[src/rtl/aes_io_pkg.sv]
// Shared widths and receiver state encodings for the AES serial I/O blocks.
package aes_io_pkg;
   localparam int AES_BLOCK_W = 128;
   localparam int AES_CNT_W   = 7;

   typedef enum logic {
      RX_IDLE = 1'b0,
      RX_RECV = 1'b1
   } rx_state_e;
endpackage

[src/rtl/sipo_shift_reg.sv]
// Right-shifting capture register: new bits enter at the MSB so an LSB-first
// stream ends up correctly aligned after DATA_W shifts.
module sipo_shift_reg
   import aes_io_pkg::*;
#(
   parameter int DATA_W = AES_BLOCK_W
) (
   input  logic              clk,
   input  logic              reset,
   input  logic              clr,
   input  logic              shift_en,
   input  logic              serial_in,
   output logic [DATA_W-1:0] q
);

   logic [DATA_W-1:0] shift_q;
   logic [DATA_W-1:0] shift_d;

   always_comb begin
      shift_d = shift_q;
      if (clr) begin
         shift_d = '0;
      end else if (shift_en) begin
         shift_d = {serial_in, shift_q[DATA_W-1:1]};
      end
   end

   always_ff @(posedge clk) begin
      if (reset) begin
         shift_q <= '0;
      end else begin
         shift_q <= shift_d;
      end
   end

   assign q = shift_q;

endmodule

[src/rtl/sipo_128bit_rx.sv]
// Serial-in/parallel-out receiver for one 128-bit AES block, LSB first,
// with a single-entry output buffer behind a valid/ready handshake.
module sipo_128bit_rx
   import aes_io_pkg::*;
#(
   parameter int DATA_W = AES_BLOCK_W,
   parameter int CNT_W  = AES_CNT_W
) (
   input  logic              clk,
   input  logic              reset,
   input  logic              start,
   input  logic              bit_en,
   input  logic              serial_in,
   input  logic              out_ready,
   output logic [DATA_W-1:0] parallel_out,
   output logic              out_valid,
   output logic              busy,
   output logic              overrun
);

   rx_state_e         state_q, state_d;
   logic [CNT_W-1:0]  cnt_q, cnt_d;
   logic [DATA_W-1:0] pout_q, pout_d;
   logic              valid_q, valid_d;
   logic              overrun_q, overrun_d;
   logic              shift_clr;
   logic              shift_en;
   logic              complete;
   logic [DATA_W-1:0] shift_q;

   sipo_shift_reg #(.DATA_W(DATA_W)) u_shift (
      .clk       (clk),
      .reset     (reset),
      .clr       (shift_clr),
      .shift_en  (shift_en),
      .serial_in (serial_in),
      .q         (shift_q)
   );

   always_comb begin
      state_d   = state_q;
      cnt_d     = cnt_q;
      shift_clr = 1'b0;
      shift_en  = 1'b0;
      complete  = 1'b0;
      case (state_q)
         RX_IDLE: begin
            if (start) begin
               shift_clr = 1'b1;
               cnt_d     = '0;
               state_d   = RX_RECV;
            end
         end
         RX_RECV: begin
            // start aborts any partial frame and wins over a qualified bit
            if (start) begin
               shift_clr = 1'b1;
               cnt_d     = '0;
            end else if (bit_en) begin
               shift_en = 1'b1;
               if (cnt_q == CNT_W'(DATA_W - 1)) begin
                  complete = 1'b1;
                  cnt_d    = '0;
                  state_d  = RX_IDLE;
               end else begin
                  cnt_d = cnt_q + 1'b1;
               end
            end
         end
         default: state_d = RX_IDLE;
      endcase

      pout_d    = complete ? {serial_in, shift_q[DATA_W-1:1]} : pout_q;
      overrun_d = overrun_q | (complete & valid_q & ~out_ready);
      if (complete) begin
         valid_d = 1'b1;
      end else if (valid_q && out_ready) begin
         valid_d = 1'b0;
      end else begin
         valid_d = valid_q;
      end
   end

   always_ff @(posedge clk) begin
      if (reset) begin
         state_q   <= RX_IDLE;
         cnt_q     <= '0;
         pout_q    <= '0;
         valid_q   <= 1'b0;
         overrun_q <= 1'b0;
      end else begin
         state_q   <= state_d;
         cnt_q     <= cnt_d;
         pout_q    <= pout_d;
         valid_q   <= valid_d;
         overrun_q <= overrun_d;
      end
   end

   assign parallel_out = pout_q;
   assign out_valid    = valid_q;
   assign busy         = (state_q == RX_RECV);
   assign overrun      = overrun_q;

endmodule

[config.mk]
export PLATFORM = sky130hd
export DESIGN_NAME = sipo_128bit_rx
export DESIGN_NICKNAME = d
export VERILOG_FILES = /design/src/rtl/aes_io_pkg.sv /design/src/rtl/sipo_shift_reg.sv /design/src/rtl/sipo_128bit_rx.sv
export SDC_FILE = /design/constraint.sdc
export NUM_CORES = 1
export LEC_CHECK = 0
export ABC_CLOCK_PERIOD_IN_PS = 1600
export CORE_ASPECT_RATIO = 1.5
export CORE_MARGIN = 10
export CORE_UTILIZATION = 43
export DETAILED_ROUTE_END_ITERATION = 6
export GPL_TIMING_DRIVEN = 0
export PLACE_DENSITY = 0.67
export SETUP_SLACK_MARGIN = 0.2
export SLEW_MARGIN = 10
export SYNTH_ARGS = -nofsm -noshare
export SYNTH_HDL_FRONTEND = slang
export SYNTH_HIERARCHICAL = 1
export SYNTH_SLANG_ARGS = --single-unit
[constraint.sdc]
create_clock -name clk -period 1.6 [get_ports clk]
set_clock_uncertainty 0.15 [all_clocks]
set_input_delay 0.4 -clock clk [delete_from_list [all_inputs] [get_ports clk]]
set_output_delay 0.4 -clock clk [all_outputs]
set_load 0.005 [all_outputs]
# ---- Yosys cells after proc, flatten, opt, wreduce, memory -nomap -nowiden
# Index checks and enable logic that the tools add are counted.
dict set report word_totals {
  memories 0
  elab_cells 38
  out_inout_bits 131
  rom_bits 0
  latch_bits 0
  mem_bits_rw 0
  reg_bits 266
}
dict set report classes {
  mux 19
  div 0
  n_shift 0
  reduce_logical 4
  bitwise_logic 5
  eq_ne 3
  n_mul 0
  n_addsub 1
  n_lt_le_gt_ge 0
}
# cell count
set ops {}
lappend ops {{$mux 7} 4}
lappend ops {{$pmux 7 s2} 1}
lappend ops {{$mux 1} 13}
lappend ops {{$add 7x1->7 const B} 1}
lappend ops {{$eq 7x7->1 const B} 1}
lappend ops {{$ne 3x3->1 const B} 1}
lappend ops {{$and 1x1->1} 2}
lappend ops {{$ne 2x2->1 const B} 1}
lappend ops {{$not 1->1} 2}
lappend ops {{$pmux 1 s2} 1}
lappend ops {{$reduce_and 2->1} 1}
lappend ops {{$reduce_bool 2->1} 1}
lappend ops {{$reduce_or 2->1} 1}
lappend ops {{$logic_and 1x1->1} 1}
lappend ops {{$or 1x1->1} 1}

# ---- Depth between registers and ports, before layout
dict set report depth {
  depth_word 8
  ltp_mapped 6
  ltp_nobuf 4
}

# ---- Modules after synthesis
# Netlist, hierarchy kept.
# module area_per_inst_um2 cells_per_inst instances seq_area_each_um2
set modules_own_cells {}
lappend modules_own_cells {sipo_128bit_rx 6306.0 612 1 2762.6}
lappend modules_own_cells {sipo_shift_reg 4687.0 413 1 2562.5}

# ---- Worst setup path before layout
# OpenSTA, ideal clock, no wires.
dict set report synth_path {
  path_kind {register to register}
  startpoint {register cnt_q[0]}
  endpoint {register pout_q[0] (netlist: parallel_out[0])}
  n_path_buf 2
  slack_ns -0.160
  stages_incl_launch_ff 7
  synth_period_minus_slack_ns 1.760
  arrival_ns 1.538
  setup_ns 0.072
  cell_sequence {dfxtp_1 > ha_1 > nand2_1 > nor4_4 > buf_8 > buf_12 > mux2i_1}
}
dict set report synth_via {
  elab_chain_len 5
}
# item line_no
set synth_lines {}
lappend synth_lines {{start: declaration} sipo_128bit_rx.sv:22} ;# logic [CNT_W-1:0] cnt_q, cnt_d;
lappend synth_lines {{start signal: assignment} sipo_128bit_rx.sv:93} ;# cnt_q <= cnt_d;
lappend synth_lines {{$eq 7x7->1} sipo_128bit_rx.sv:61} ;# if (cnt_q == CNT_W'(DATA_W - 1)) begin
lappend synth_lines {{$mux 1} sipo_128bit_rx.sv:61}
lappend synth_lines {{$mux 1} sipo_128bit_rx.sv:59} ;# end else if (bit_en) begin
lappend synth_lines {{$mux 1} sipo_128bit_rx.sv:56} ;# if (start) begin
lappend synth_lines {{$mux 1} sipo_128bit_rx.sv:46} ;# case (state_q)
lappend synth_lines {{end signal: assignment} sipo_128bit_rx.sv:94} ;# pout_q <= pout_d;
lappend synth_lines {{end: declaration} sipo_128bit_rx.sv:23} ;# logic [DATA_W-1:0] pout_q, pout_d;
# Every way passes these cells.
# A chain may end at the register's enable or synchronous reset.

# ---- Worst setup path in the final report
dict set report layout_path {
  startpoint {register cnt_q[1]}
  endpoint {register pout_q[64] (netlist: parallel_out[64])}
}
# The elaborated chain is that of the path after synthesis.

==> impl_metrics.toml <==
[outcome]
status = "complete, but fails checks"
failed_checks = "negative setup slack"

[layout]
nNetsFinal = 1298
diodes = 0
drive_gt1_frac = 0.3840
multiInputGateArea_um2 = 5046
design_area_um2 = 15450
post-route-util = 0.6145
area_growth_pct = 40.96
num-fill-cells = 2063
seq_area_um2 = 5489

[critical_path]
slowest_delay_ns = 0.36
crit_top_cell = "clkbuf_16"
timing.critical_path.to_type = "flip-flop"
path_cells = "ha_4 > nand2_4 > nor4_4 > buf_6 > buf_12 > clkbuf_16 > clkbuf_16 > mux2i_1"
crit_type = "flip-flop to flip-flop"
required_ns = 1.89
slowest_stage = "dfxtp_4"
path_max_fanout = 5
cp.arrival_ns = 2.15
cp-start-kind = "flip-flop"

[sta]
fin_crit_ns = 1.860
fin_hold_ws_ns = 0.2318
fmax_mhz = 537.5
setup_slack_ns = -0.2604
finalHoldViolations = 0
min_period_over_period = 1.163
rsz0062_at_grt = "true"
worstMarginPinSlew_ns = 0.3750
tns_ns = -38.54
max_slew_margin = 0.7500
finalMaxSlewViolations = 0
setup-violations-final = 258

[detailed_routing]
drtPass1Iterations = 4
routed_wl_um = 25770
routed_via_density = 4.670
drt_iter0_markers = 187
ant_nets = 0
wire_per_inst_um = 15.73
vias = 7649
drc = 0

[synthesis]
syn_inst = 1022
ys_warn_count = 6
syn_nets = 1029
syn-cell-area_um2 = 10960
synth.avg_cell_area_um2 = 10.72

[global_route]
grt_pass1_vias = 7678
gr-total-overflow = 0
grt_pass1_wl_um = 38570
grtUsageTotal = 0.1412
grt_max_degree = 15
antenna_found_initial = 0

[clock_tree]
cts_root_buffer = "clkbuf_16"
hold_buffers = 0
cts_made_buffers = 26
clk_pin_slew_ns = 0.06
clk_path_buf_depth = 3
h-tree-depth = 1
cts.sinks = 265
cts_tree = "built"
clkLatencyLatePin_ns = 0.52

[placement]
dpl_cell_area_um2 = 12790
routabilityCongestion = 0.7513
portBuffers = 136
dpl.hpwl_um = 15750

[power]
leakagePower_nw = 5.524
vdd_drop_max_v = 0.0006904
p_per_area_nw_per_um2 = 860.5

[die]
num_rows = 71
core_um2 = 25140
die_area_um2 = 32400
die_h_um = 215.5
start_util = 0.4359
chipWidth_um = 150.4
num_io_pins = 137

[hold_path]
hp-class = "input port to flip-flop"

[run]
maxCapViolCount = 0
-- power by group --
part,total (W),switching (W),internal [W]
Combinational,0.000602,0.000273,0.000329
Sequential,0.00659,0.00000249,0.00659
Clock,0.00610,0.00253,0.00357
-- stage by stage --
stage | setup WS (ns) | power [W] | cells
finish | -0.2604 | 0.01329 | 1638
floorplan | -0.06357 | 0.007098 | 1022
global placement | -1.293 | 0.007219 | 1486
global route | -0.3411 | 0.01374 | 1638
CTS | -0.1816 | 0.01339 | 1580
detailed placement | -1.383 | 0.007218 | 1486
-- worst max-delay path, delay by kind of cell (launching register included) --
| family | cells | cell delay (ns) |
|---|---|---|
| buffers and inverters | 4 | 0.60 |
| flip-flops | 1 | 0.36 |
| AND/OR/NAND/NOR | 2 | 0.33 |
| multiplexers | 1 | 0.18 |
| adder cells (fa/ha/maj) | 1 | 0.15 |
-- flip-flops by register name, summed over array words and instances, names as in the netlist --
signal	cells
out_valid	1
parallel_out	128
u_shift/q	127
cnt_q	7
overrun	1
busy	1
-- timing repair --
action,in CTS,in global routing
gates resized for setup,762,101
pin swaps,1,26
endpoints found under the setup margin,396,396
cloned,4,24
buffers inserted,43,34
-- final timing paths --
| path | from | to | slack, ns | cells past startpoint |
|---|---|---|---|---|
| worst max-delay path | cnt_q[1] | parallel_out[64] | -0.26 | 8 |
| worst min-delay path | start | busy | 0.23 | 3 |
| worst max register to register | cnt_q[1] | parallel_out[64] | -0.26 | 8 |
| worst min register to register | parallel_out[22] | parallel_out[22] | 0.32 | 2 |
-- per-layer routing --
layer	vias to the layer above	global-route usage	wire, um
li1	3887	-	-
met1	3592	0.1679	10720
met2	136	0.2476	13270
met3	34	0.03099	1299
met4	0	0.03866	476
met5	-	0	0
-- cell usage in the layout, fill, tap and decap left out, drive strengths merged, types with 2 or more instances in the layout --
master and count:
a21oi 5, a311oi 2, a41oi 2, buf 258
clkbuf 92, clkdlybuf4s50 2, clkinv 5, dfxtp 265
dlymetal6s2s 2, inv 2, mux2i 255, nand2 7
nand2b 258, nand3 3, nor2 130, nor4 2
o21ai 3, or2 2, or3 2
-- layout make-up --
| cell class | instances | area share |
|---|---|---|
| Tap cell | 328 | 0.02657 |
| Clock buffer | 40 | 0.05143 |
| Clock inverter | 7 | 0.004293 |
| Inverter | 2 | 0.0004859 |
| Multi-Input combinational cell | 681 | 0.3266 |
| Buffer | 74 | 0.05370 |
| Sequential cell | 265 | 0.3553 |
| Timing Repair Buffer | 241 | 0.1816 |
(Power assumes the default switching activity.)
==> edit 1 (same settings) <==
The package constant `AES_BLOCK_W` goes from 128 to 192.
--- a/src/rtl/aes_io_pkg.sv
+++ b/src/rtl/aes_io_pkg.sv
@@ -1,6 +1,6 @@
 // Shared widths and receiver state encodings for the AES serial I/O blocks.
 package aes_io_pkg;
-   localparam int AES_BLOCK_W = 128;
+   localparam int AES_BLOCK_W = 192;
    localparam int AES_CNT_W   = 7;
 
    typedef enum logic {
Ports: changed (resized parallel_out); port bits go from 137 to 201. The function was not compared with the original's and may differ.
==> edit 1 against the original RTL <==
The run still ends with setup timing left. Worst setup slack got worse by 0.082 ns. Wire length rose by 59%. Via count rose by 50%. Power rose by 55%. Combinational power rose by 63%. Design area rose by 52%. Non-clock buffer count rose by 157. Clock power rose by 61%. Fmax fell by 4.2%. Sequential cell count rose by 128. Area after synthesis rose by 45%. Largest cell class unchanged.
==> edit 1: results (changes against the original RTL) <==
INFO  metric n_fill_cell = 2905 (was 2063)
INFO  metric gp_congestion = 0.7328 (was 0.7513)
INFO  metric first_iter_violations = 409 (was 187)
INFO  metric initial_utilization = 43.45% (was 43.59%)
INFO  metric irDropWorstVdd = 817.0 uV (was 690.4 uV)
INFO  metric via_count_of_the_first_global_routing_pass = 12040 (was 7678)
INFO  metric antenna_violations_before_repair = 1 (was 0)
INFO  metric cts_inserted_buffers = 40 (was 26)
INFO  metric timing.final.setup_violations = 383 (was 258)
INFO  metric hpwl = 25130 um (was 15750 um)
INFO  metric cts_htree_levels = 2 (was 1)
INFO  metric vias = 11440 (was 7649)
INFO  metric place_area = 18760 sq um (was 12790 sq um)
INFO  metric hold_path_class = input pin to flip-flop (unchanged)
INFO  metric sequential_cell_area = 8134 sq um (was 5489 sq um)
INFO  metric clk_latency = 0.54 ns (was 0.52 ns)
INFO  metric post_route_cells_drive_above_1_share = 37.82% (was 38.40%)
INFO  metric setup_ws = -0.3427 ns (was -0.2604 ns)
INFO  metric buffer_ports.inserted = 200 (was 136)
INFO  metric grt_first_pass_wirelength = 63800 um (was 38570 um)
INFO  metric arrival = 2.25 ns (was 2.15 ns)
INFO  metric internal_power = 16.26 mW (was 10.49 mW)
INFO  metric run_status = finished with violations (unchanged)
INFO  metric routed_wirelength = 40910 um (was 25770 um)
INFO  metric crit_slowest_cell = sky130_fd_sc_hd__dfxtp_4 (unchanged)
INFO  metric nNetsFinal = 1916 (was 1298)
INFO  metric p_leak = 8.330 nW (was 5.524 nW)
INFO  metric worstMarginPinSlew = 0.4211 ns (was 0.3750 ns)
INFO  metric postSynthNetCount = 1511 (was 1029)
INFO  metric violations = setup timing (unchanged)
INFO  metric number_of_flip_flops_in_the_largest_register = 192 (was 128)
[edit 1: per-layer routing]
| metal | share of wire, % | global-route usage [%] |
|---|---|---|
| met1 | 38 | 18.41 |
| met2 | 54 | 31.90 |
| met3 | 5.1 | 3.986 |
| met4 | 2.7 | 5.690 |
| met5 | 0 | 0 |
[edit 1: power by group through the flow]
stage / registers (mW) / clock network (mW) / logic (mW)
final: 9.78 / 9.84 / 0.982
after global routing: 9.77 / 10.5 / 1.04
after CTS: 9.78 / 10.1 / 0.959
after floorplan: 10.0 / 0 / 0.523
after global placement: 10.0 / 0 / 0.682
after detailed placement: 10.0 / 0 / 0.685
[edit 1: critical path, delay by kind of cell (launching register included)]
family,cells,cell delay (ns)
adders and majority gates,1,0.15
buffers and inverters,4,0.59
DFF,1,0.36
muxes,1,0.21
and+or+nand+nor,2,0.38
[edit 1: repair_timing]
item	4_1_cts	5_1_grt
setup endpoints to repair	588	586
gates resized for setup	1235	94
setup buffers	89	30
hold buffers	0	0
pin swaps	12	30
cloned	30	14
[edit 1: area by class of cell]
| type | count | area share, % |
|---|---|---|
| clock inverter | 9 | 0.5874 |
| timing repair buffer | 363 | 19.45 |
| sequential | 393 | 34.72 |
| antenna | 1 | 0.01068 |
| buffer | 109 | 5.602 |
| tap | 484 | 2.585 |
| clock buffer | 65 | 5.410 |
| multi-input combinational | 999 | 31.59 |
| inverter | 3 | 0.04806 |
[edit 1: path summary, 6_finish.rpt]
check	from	end	slack, ns	cells past startpoint
worst max-delay path	cnt_q[1]	parallel_out[38]	-0.34	8
worst min-delay path	start	busy	0.27	3
worst max register to register	cnt_q[1]	parallel_out[38]	-0.34	8
worst min register to register	parallel_out[87]	parallel_out[87]	0.32	2
[edit 1: stage by stage]
stage	setup TNS (ns)	instances
final	-73.35	2426
after global placement	-400.65	2188
after CTS	-67.06	2381
after detailed placement	-406.96	2188
after floorplan	-13.23	1504
after global routing	-105.37	2426
==> edit 2 (same flow settings) <==
Made on the original files. Make the reset (`reset`) asynchronous in 2 clocked blocks.
--- a/src/rtl/sipo_shift_reg.sv
+++ b/src/rtl/sipo_shift_reg.sv
@@ -25,7 +25,7 @@
       end
    end
 
-   always_ff @(posedge clk) begin
+   always_ff @(posedge clk or posedge reset) begin
       if (reset) begin
          shift_q <= '0;
       end else begin
--- a/src/rtl/sipo_128bit_rx.sv
+++ b/src/rtl/sipo_128bit_rx.sv
@@ -81,7 +81,7 @@
       end
    end
 
-   always_ff @(posedge clk) begin
+   always_ff @(posedge clk or posedge reset) begin
       if (reset) begin
          state_q   <= RX_IDLE;
          cnt_q     <= '0;
Check against the original RTL: differs if reset is asserted again (counterexample within 4 cycles, from zero or initial values and one cycle with reset high); with reset held inactive, the same outputs for 10 cycles.
==> edit 2 against the original RTL <==
The flow still finishes with violations (setup timing). Worst setup slack got worse by 0.16 ns. Wire length is 4.8% higher. Sequential cell count is the same. Power increased by 2.6%. Design area rose by 2.1%. Area after synthesis fell by 3.8%. Final cell count is 12% lower. Synthesized cell count shrank 28%. Non-clock buffer count is 64 higher. Via count shrank 10%.
==> edit 2: results (changes against the original RTL) <==
INFO  metric whs_path_depth = 2 (was 3)
INFO  metric met3_wirelength = 1189 um (was 1299 um)
INFO  metric gp_congestion = 0.7063 (was 0.7513)
INFO  metric rr_endpoint = parallel_out[42] (was parallel_out[64])
INFO  metric arrival = 2.28 ns (was 2.15 ns)
INFO  metric pwr-share-seq = 49.2% (was 49.6%)
INFO  metric vias_per_cell = 4.791 (was 4.670)
INFO  metric dp_cells = 1198 (was 1486)
INFO  metric timing.final.setup_violations = 271 (was 258)
INFO  metric routed_wirelength = 27010 um (was 25770 um)
INFO  metric postSynthNetCount = 739 (was 1029)
INFO  metric grt_util_met3 = 3.035% (was 3.099%)
INFO  metric violations = setup timing (unchanged)
INFO  metric grt_first_pass_wirelength = 40130 um (was 38570 um)
INFO  metric buffer_ports.inserted = 135 (was 136)
INFO  metric fin_worst_hold_slack = 0.1143 ns (was 0.2318 ns)
INFO  metric r2r.worst_path.cells = 7 (was 8)
INFO  metric placement.setup.worst_slack = -1.199 ns (was -1.383 ns)
INFO  metric nNetsFinal = 1104 (was 1298)
INFO  metric grt.met2_usage = 27.90% (was 24.76%)
INFO  metric maximum_number_of_pins_on_one_net_before_global_route_repair = 38 (was 15)
INFO  metric drt-met1-wl = 11000 um (was 10720 um)
INFO  metric r2r_start = cnt_q[1] (unchanged)
INFO  metric worstMarginPinSlew = 0.6304 ns (was 0.3750 ns)
INFO  metric comb_power = 0.782 mW (was 0.602 mW)
INFO  metric setup_ws = -0.4216 ns (was -0.2604 ns)
INFO  metric hpwl = 15130 um (was 15750 um)
INFO  metric run_status = finished with violations (unchanged)
==> edit 2: repair_timing <==
item	CTS	global route
endpoints found under the setup margin	458	462
gates resized for setup	587	48
pin swaps	4	12
hold buffers	1	0
hold endpoints to repair	8	0
gates cloned	13	19
setup buffers	108	53
==> edit 2: area by class of cell <==
cell class / instances / share of cell area (%)
buffer: 44 / 4.140
multi-input combinational: 418 / 25.81
inverter: 5 / 0.1665
tap: 324 / 2.570
timing repair inverter: 1 / 0.03172
clock buffer: 37 / 5.028
sequential: 265 / 42.06
timing repair buffer: 335 / 19.76
clock inverter: 8 / 0.4441
==> edit 2: critical path, stage by stage, from the launching register on <==
cell and delay [ns]:
sky130_fd_sc_hd__dfrtp_1 0.39, sky130_fd_sc_hd__ha_4 0.17, sky130_fd_sc_hd__nand2_4 0.06, sky130_fd_sc_hd__nor4_4 0.30, sky130_fd_sc_hd__buf_4 0.20, sky130_fd_sc_hd__clkbuf_16 0.18, sky130_fd_sc_hd__clkbuf_16 0.16, sky130_fd_sc_hd__mux2_4 0.29
